$ cat src/rtl/regfile_dump_reader.sv
// rtl/regfile_dump_reader.sv - streams a regfile range out as addr/value beats
// Optional XOR checksum beat at the end of the dump: define REGFILE_DUMP_CSUM_EN.
module regfile_dump_reader #(
    parameter int FIRST_REG = 0,
    parameter int LAST_REG  = 31
) (
    input  logic        clk,
    input  logic        rst_n,
    input  logic        start,
    output logic        busy,
    output logic        done,
    output logic [4:0]  rf_raddr,
    input  logic [31:0] rf_rdata,
    output logic        out_val,
    input  logic        out_rdy,
    output logic [31:0] out_data,
    output logic [4:0]  out_addr,
    output logic        out_last,
    output logic        out_csum
);
    localparam logic [4:0] FIRST = FIRST_REG[4:0];
    localparam logic [4:0] LAST  = LAST_REG[4:0];

    typedef enum logic [2:0] {IDLE, FETCH, SEND, FIN, CSUM} state_t;

    state_t      state;
    logic [4:0]  count;
`ifdef REGFILE_DUMP_CSUM_EN
    logic [31:0] acc;
    logic        csum_q;

    assign out_csum = csum_q;
`else
    assign out_csum = 1'b0;
`endif

    // rf_raddr is loaded one cycle ahead so it equals count throughout FETCH.
    always_ff @(posedge clk) begin
        if (!rst_n) begin
            state    <= IDLE;
            busy     <= 1'b0;
            done     <= 1'b0;
            out_val  <= 1'b0;
            out_last <= 1'b0;
            out_data <= 32'd0;
            out_addr <= 5'd0;
            rf_raddr <= 5'd0;
            count    <= FIRST;
`ifdef REGFILE_DUMP_CSUM_EN
            acc      <= 32'd0;
            csum_q   <= 1'b0;
`endif
        end else begin
            done <= 1'b0;
            case (state)
                IDLE: begin
                    if (start) begin
                        count    <= FIRST;
                        rf_raddr <= FIRST;
                        busy     <= 1'b1;
                        state    <= FETCH;
`ifdef REGFILE_DUMP_CSUM_EN
                        acc      <= 32'd0;
`endif
                    end
                end
                FETCH: begin
                    out_data <= rf_rdata;
                    out_addr <= count;
                    out_val  <= 1'b1;
                    state    <= SEND;
`ifdef REGFILE_DUMP_CSUM_EN
                    out_last <= 1'b0;
                    csum_q   <= 1'b0;
`else
                    out_last <= (count == LAST);
`endif
                end
                SEND: begin
                    if (out_rdy) begin
                        out_val <= 1'b0;
`ifdef REGFILE_DUMP_CSUM_EN
                        if (csum_q) begin
                            done  <= 1'b1;
                            state <= FIN;
                        end else begin
                            acc <= acc ^ out_data;
                            if (count == LAST) begin
                                state <= CSUM;
                            end else begin
                                count    <= count + 5'd1;
                                rf_raddr <= count + 5'd1;
                                state    <= FETCH;
                            end
                        end
`else
                        if (count == LAST) begin
                            done  <= 1'b1;
                            state <= FIN;
                        end else begin
                            count    <= count + 5'd1;
                            rf_raddr <= count + 5'd1;
                            state    <= FETCH;
                        end
`endif
                    end
                end
`ifdef REGFILE_DUMP_CSUM_EN
                CSUM: begin
                    out_data <= acc;
                    out_addr <= 5'd0;
                    out_last <= 1'b1;
                    csum_q   <= 1'b1;
                    out_val  <= 1'b1;
                    state    <= SEND;
                end
`endif
                FIN: begin
                    busy  <= 1'b0;
                    state <= IDLE;
                end
                default: state <= IDLE;
            endcase
        end
    end
endmodule

$ cat config.mk
export PLATFORM = sky130hd
export DESIGN_NAME = regfile_dump_reader
export DESIGN_NICKNAME = d
export VERILOG_FILES = /design/src/rtl/regfile_dump_reader.sv
export SDC_FILE = /design/constraint.sdc
export NUM_CORES = 1
export LEC_CHECK = 0
export BUFFER_PORTS_ARGS = -buffer_cell sky130_fd_sc_hd__buf_2
export CAP_MARGIN = 5
export CORE_AREA = 2 2 70 72
export CTS_CLUSTER_SIZE = 25
export DETAILED_ROUTE_END_ITERATION = 8
export DIE_AREA = 0 0 72 74
export PLACE_DENSITY = 0.79
export SKIP_CTS_REPAIR_TIMING = 1
export SLEW_MARGIN = 40
export SYNTH_ARGS = -nofsm -noshare
export SYNTH_HDL_FRONTEND = slang
export SYNTH_SLANG_ARGS = --single-unit
export TNS_END_PERCENT = 30
$ cat constraint.sdc
create_clock -name clk -period 1.65 [get_ports clk]
set_clock_uncertainty 0.1 [all_clocks]
set_input_delay 0.0825 -clock clk [delete_from_list [all_inputs] [get_ports clk]]
set_output_delay 0.0825 -clock clk [all_outputs]
set_load 0.02 [all_outputs]
Word-level counts from Yosys, hierarchy flattened
Index checks and enable logic that the tools add are counted.
{"block": "op_classes", "addsub": 1, "eq_ne": 7, "mux": 13, "n_reduce_logical": 9}
{"op": "$mux W5", "count": 3}
{"op": "$pmux W5 S2", "count": 1}
{"op": "$pmux W3 S3", "count": 1}
{"op": "$eq A3 B2 Y1 const B", "count": 2}
{"op": "$mux W3", "count": 2}
{"op": "$ne A2 B2 Y1 const B", "count": 3}
{"op": "$reduce_and A2 Y1", "count": 3}
{"op": "$reduce_bool A2 Y1", "count": 3}
{"op": "$add A5 B1 Y5 const B", "count": 1}
{"op": "$eq A5 B5 Y1 const B", "count": 1}
{"op": "$pmux W1 S2", "count": 2}
{"op": "$reduce_and A4 Y1", "count": 1}
{"op": "$eq A3 B1 Y1 const B", "count": 1}
{"op": "$logic_not A3 Y1", "count": 1}
{"op": "$mux W1", "count": 3}
{"op": "$reduce_and A3 Y1", "count": 1}
{"op": "$mux W2", "count": 1}
{"block": "word_totals", "ff_bits": 49, "inputBits": 36, "output_inout_bits": 47, "elab_cells": 38}

Longest topological paths before layout
{"block": "logic_depth", "ltp_word": 4, "ltp_mapped": 6}

Worst setup path before layout
OpenSTA, ideal clock, no wires.
{"block": "synth_path", "path_type": "register -> register", "startpoint": "register count[0]", "endpoint": "register count[3]", "setup_time_ns": 0.088, "t_arrival_ns": 1.748, "path_slack_ns": -0.286, "stages_incl_launch_ff": 7, "synth_period_minus_slack_ns": 1.936, "path_cell_list": "dfxtp_1 > ha_1 > and3_1 > ha_1 > and4bb_2 > a41oi_2 > a311oi_2"}
{"block": "synth_via", "elab_chain_len": 4, "elab_cells_between_ends": 7, "cone_classes": "add/sub (1); eq/ne (2); mux (3); reduce/logical (1)"}
{"item": "from (decl)", "line_no": "27", "source": "logic [4:0] count;"}
{"item": "from (signal assigned)", "line_no": "101", "source": "count <= count + 5'd1;"}
{"item": "$add A5 B1 Y5", "line_no": "101"}
{"item": "$mux W5", "line_no": "97", "source": "if (count == LAST) begin"}
{"item": "$mux W5", "line_no": "80", "source": "if (out_rdy) begin"}
{"item": "$pmux W5 S2", "line_no": "55", "source": "case (state)"}
Several ways; a longest one is shown, not always the timed one. The select of a mux whose other input is x is not followed.
A chain may end at the register's enable or synchronous reset.

Worst setup path in the final report
{"block": "layout_path", "startpoint": "register count[1]", "endpoint": "register count[1]"}
Same word-level chain as after synthesis.

==> run summary <==
Max Freq -> 591 MHz
Crit end category -> flop
GRT Util Overall -> 0.150
Mux cell area share after synthesis -> 0
Area post-placement -> 2300 µm²
Syn avg cell area -> 8.26 µm²
Mapped Nets -> 256
Yosys cell types -> 28
Clock power share -> 0.302
RSZ-0062 raised after global routing -> yes
Post-synthesis xor/xnor area fraction -> 0
Layout cells sized above 1 -> 0.329
Post-route DRC -> 0
Switching Power -> 604 µW
Largest net degree at the start of global routing -> 26
Area grow syn2layout -> 52.8%
Global placer's final weighted congestion -> 0.867
CTS clk-pin slew, worst paths -> 0.09 ns
Num rows -> 25
Total clock sinks -> 48
Critical path class -> reg -> reg
Design Area, Final -> 2750 µm²
Die Ht -> 74 µm
Worst-skew pair later-pin latency -> 0.29 ns
Filler cells -> 408
PwrDens -> 842 nW/µm²
Global-route wire length before repair -> 6.35 mm
PortBufs -> 81
Internal power -> 1710 µW
IO Count -> 83
Leakage -> 0.00122 µW
Post-synthesis compound-gate area fraction -> 0.165
Initial core utilization -> 0.392
Ant. Diodes -> 0
Vias in the first global route -> 1,397
FF+latch count, synth -> 48
Min-delay worst type -> reg -> reg
CP max FO -> 3
Status -> finished with violations
Main combinational cell family by area after synthesis -> simple AND/OR/NAND/NOR gates
DR vias -> 1,858
Setup tns final -> -0.135 ns
Sw Share -> 0.260
Post-Syn Area -> 1800 µm²
Maximum VDD drop -> 0.515 mV
Via density -> 4.75
Startpoint types -> flop
Syn Inst Count -> 218
Fin util -> 0.598
Pre-antenna DRT Iters -> 4
# placed instances -> 347
TritonCTS clock tree -> yes
Failing checks -> setup timing
Simple-gate share of the synthesized area -> 0.233
Num CTS Buffers -> 5
Area of the core -> 4600 µm²
Combinational Power Share -> 0.164
Hold Violations, Final -> 0
Max-Cap Viols -> 0
Per-cell routed wire length -> 11.6 µm
WL final -> 4.55 mm
Setup ws final -> -0.0433 ns
Slew Limit Fails -> 0
DR iter-0 viols -> 63
Critical Path AT -> 1.82 ns
Hold slack -> 0.354 ns
Sequential Power Share -> 0.534
Die area -> 5330 µm²
H-tree depth -> 2
Total congestion overflow -> 0
Die Wd -> 72 µm
Initial antenna violation count -> 0
Detailed placement HPWL -> 2.88 mm
Finished Layout Cells -> 391
Register area share after synthesis -> 0.534
CP required -> 1.78 ns
DRT antenna net count -> 0
Post-synthesis adder-cell area fraction -> 0.0139
Final Critical Period -> 1.69 ns
Final Cycle Share -> 1.03
Nets -> 374
YS warnings -> 0
Root Driver -> clkbuf_8
Clock tree buffer depth -> 2
Final setup vio count -> 4
-- through the flow --
stage / worst slack, ns / power, µW
floorplan: -0.0160 / 1460
global placement: 0.00712 / 1570
detailed placement: -0.0257 / 1580
CTS: -0.0460 / 2290
global route: -0.121 / 2440
finish: -0.0433 / 2320
-- kinds of logic (layout without fill, tap and decap cells) --
family,after synthesis,in the layout
flops,48,48
compound gates,52,52
buf+inv,18,137
other cells,1,1
simple gates,97,97
fa+ha+maj,2,2
-- critical path, cell delays in order (launching register included) --
cell	delay [ns]
dfxtp_4	0.36
ha_4	0.16
and3_4	0.18
ha_4	0.15
and4bb_2	0.32
buf_4	0.13
nand4b_1	0.10
a21oi_1	0.13
-- cell type report --
class | count | area [µm²] | share of cell area
inverter | 2 | 7.51 | 0.00273
tap | 54 | 67.6 | 0.0246
timing repair buffer | 127 | 838 | 0.305
clock buffer | 6 | 82.6 | 0.0300
multi-input combinational | 152 | 777 | 0.282
sequential | 48 | 968 | 0.352
clock inverter | 2 | 10.0 | 0.00364
-- flip-flops by register name (all words and copies together), names as in the netlist --
name	flops
busy	1
out_data	32
count	5
out_val	1
state	2
done	1
out_last	1
out_addr	5
-- cells in the final DEF (no fill, tap or decap) --
master and count:
a311oi_2 1, dfxtp_4 2, a31o_2 1, nand4bb_1 1
dlygate4sd3_1 35, o21a_1 1, buf_4 11, or2b_1 1
buf_2 81, a21oi_1 44, a211oi_1 2, ha_4 2
o22ai_1 1, clkbuf_8 6, a21o_1 1, nand2_1 79
nand2b_1 3, nor2b_2 1, and3_4 1, a41oi_2 1
conb_1 1, or3b_1 1, inv_1 2, and4bb_2 1
clkinv_2 2, nand3_1 4, nand4b_1 2, nand2_2 1
nor2_1 2, dfxtp_1 46
-- final timing paths --
path	startpoint	to	slack (ns)	depth (start not counted)
worst max-delay path	count[1]	count[1]	-0.04	7
worst min-delay path	out_data[29]	out_data[29]	0.35	2
worst max register to register	count[1]	count[1]	-0.04	7
worst min register to register	out_data[29]	out_data[29]	0.35	2
-- per-layer routing --
| metal | up-vias | global-route usage | wire (µm) |
|---|---|---|---|
| li1 | 951 | - | - |
| met1 | 838 | 0.190 | 1950 |
| met2 | 61 | 0.243 | 2280 |
| met3 | 8 | 0.0461 | 234 |
| met4 | 0 | 0.0566 | 82 |
| met5 | - | 0 | 0 |
-- power by group through the flow --
stage,Sequential [µW],Combinational (µW),Clock (µW)
after floorplan,1320,146,0
after global placement,1260,311,0
after detailed placement,1260,315,0
after CTS,1240,315,735
after global routing,1240,420,776
final,1240,380,700
-- Yosys cell counts (all sizes together) --
cell	n	area, µm²
a211oi	2	15.0
nor2b	1	8.76
ha	2	25.0
and3	1	6.26
nand4bb	1	11.3
inv	2	7.51
a41oi	1	16.3
a21oi	44	220
nor2	2	7.51
a21o	1	7.51
dfxtp	48	961
conb	1	3.75
nand2	80	300
nand4b	2	17.5
nand3	4	20.0
buf	10	65.1
clkbuf	6	22.5
and4bb	1	12.5
a31o	1	8.76
or3b	1	8.76
or2b	1	7.51
o22ai	1	6.26
nand2b	3	18.8
a311oi	1	15.0
o21a	1	7.51
(Power assumes the default switching activity.)
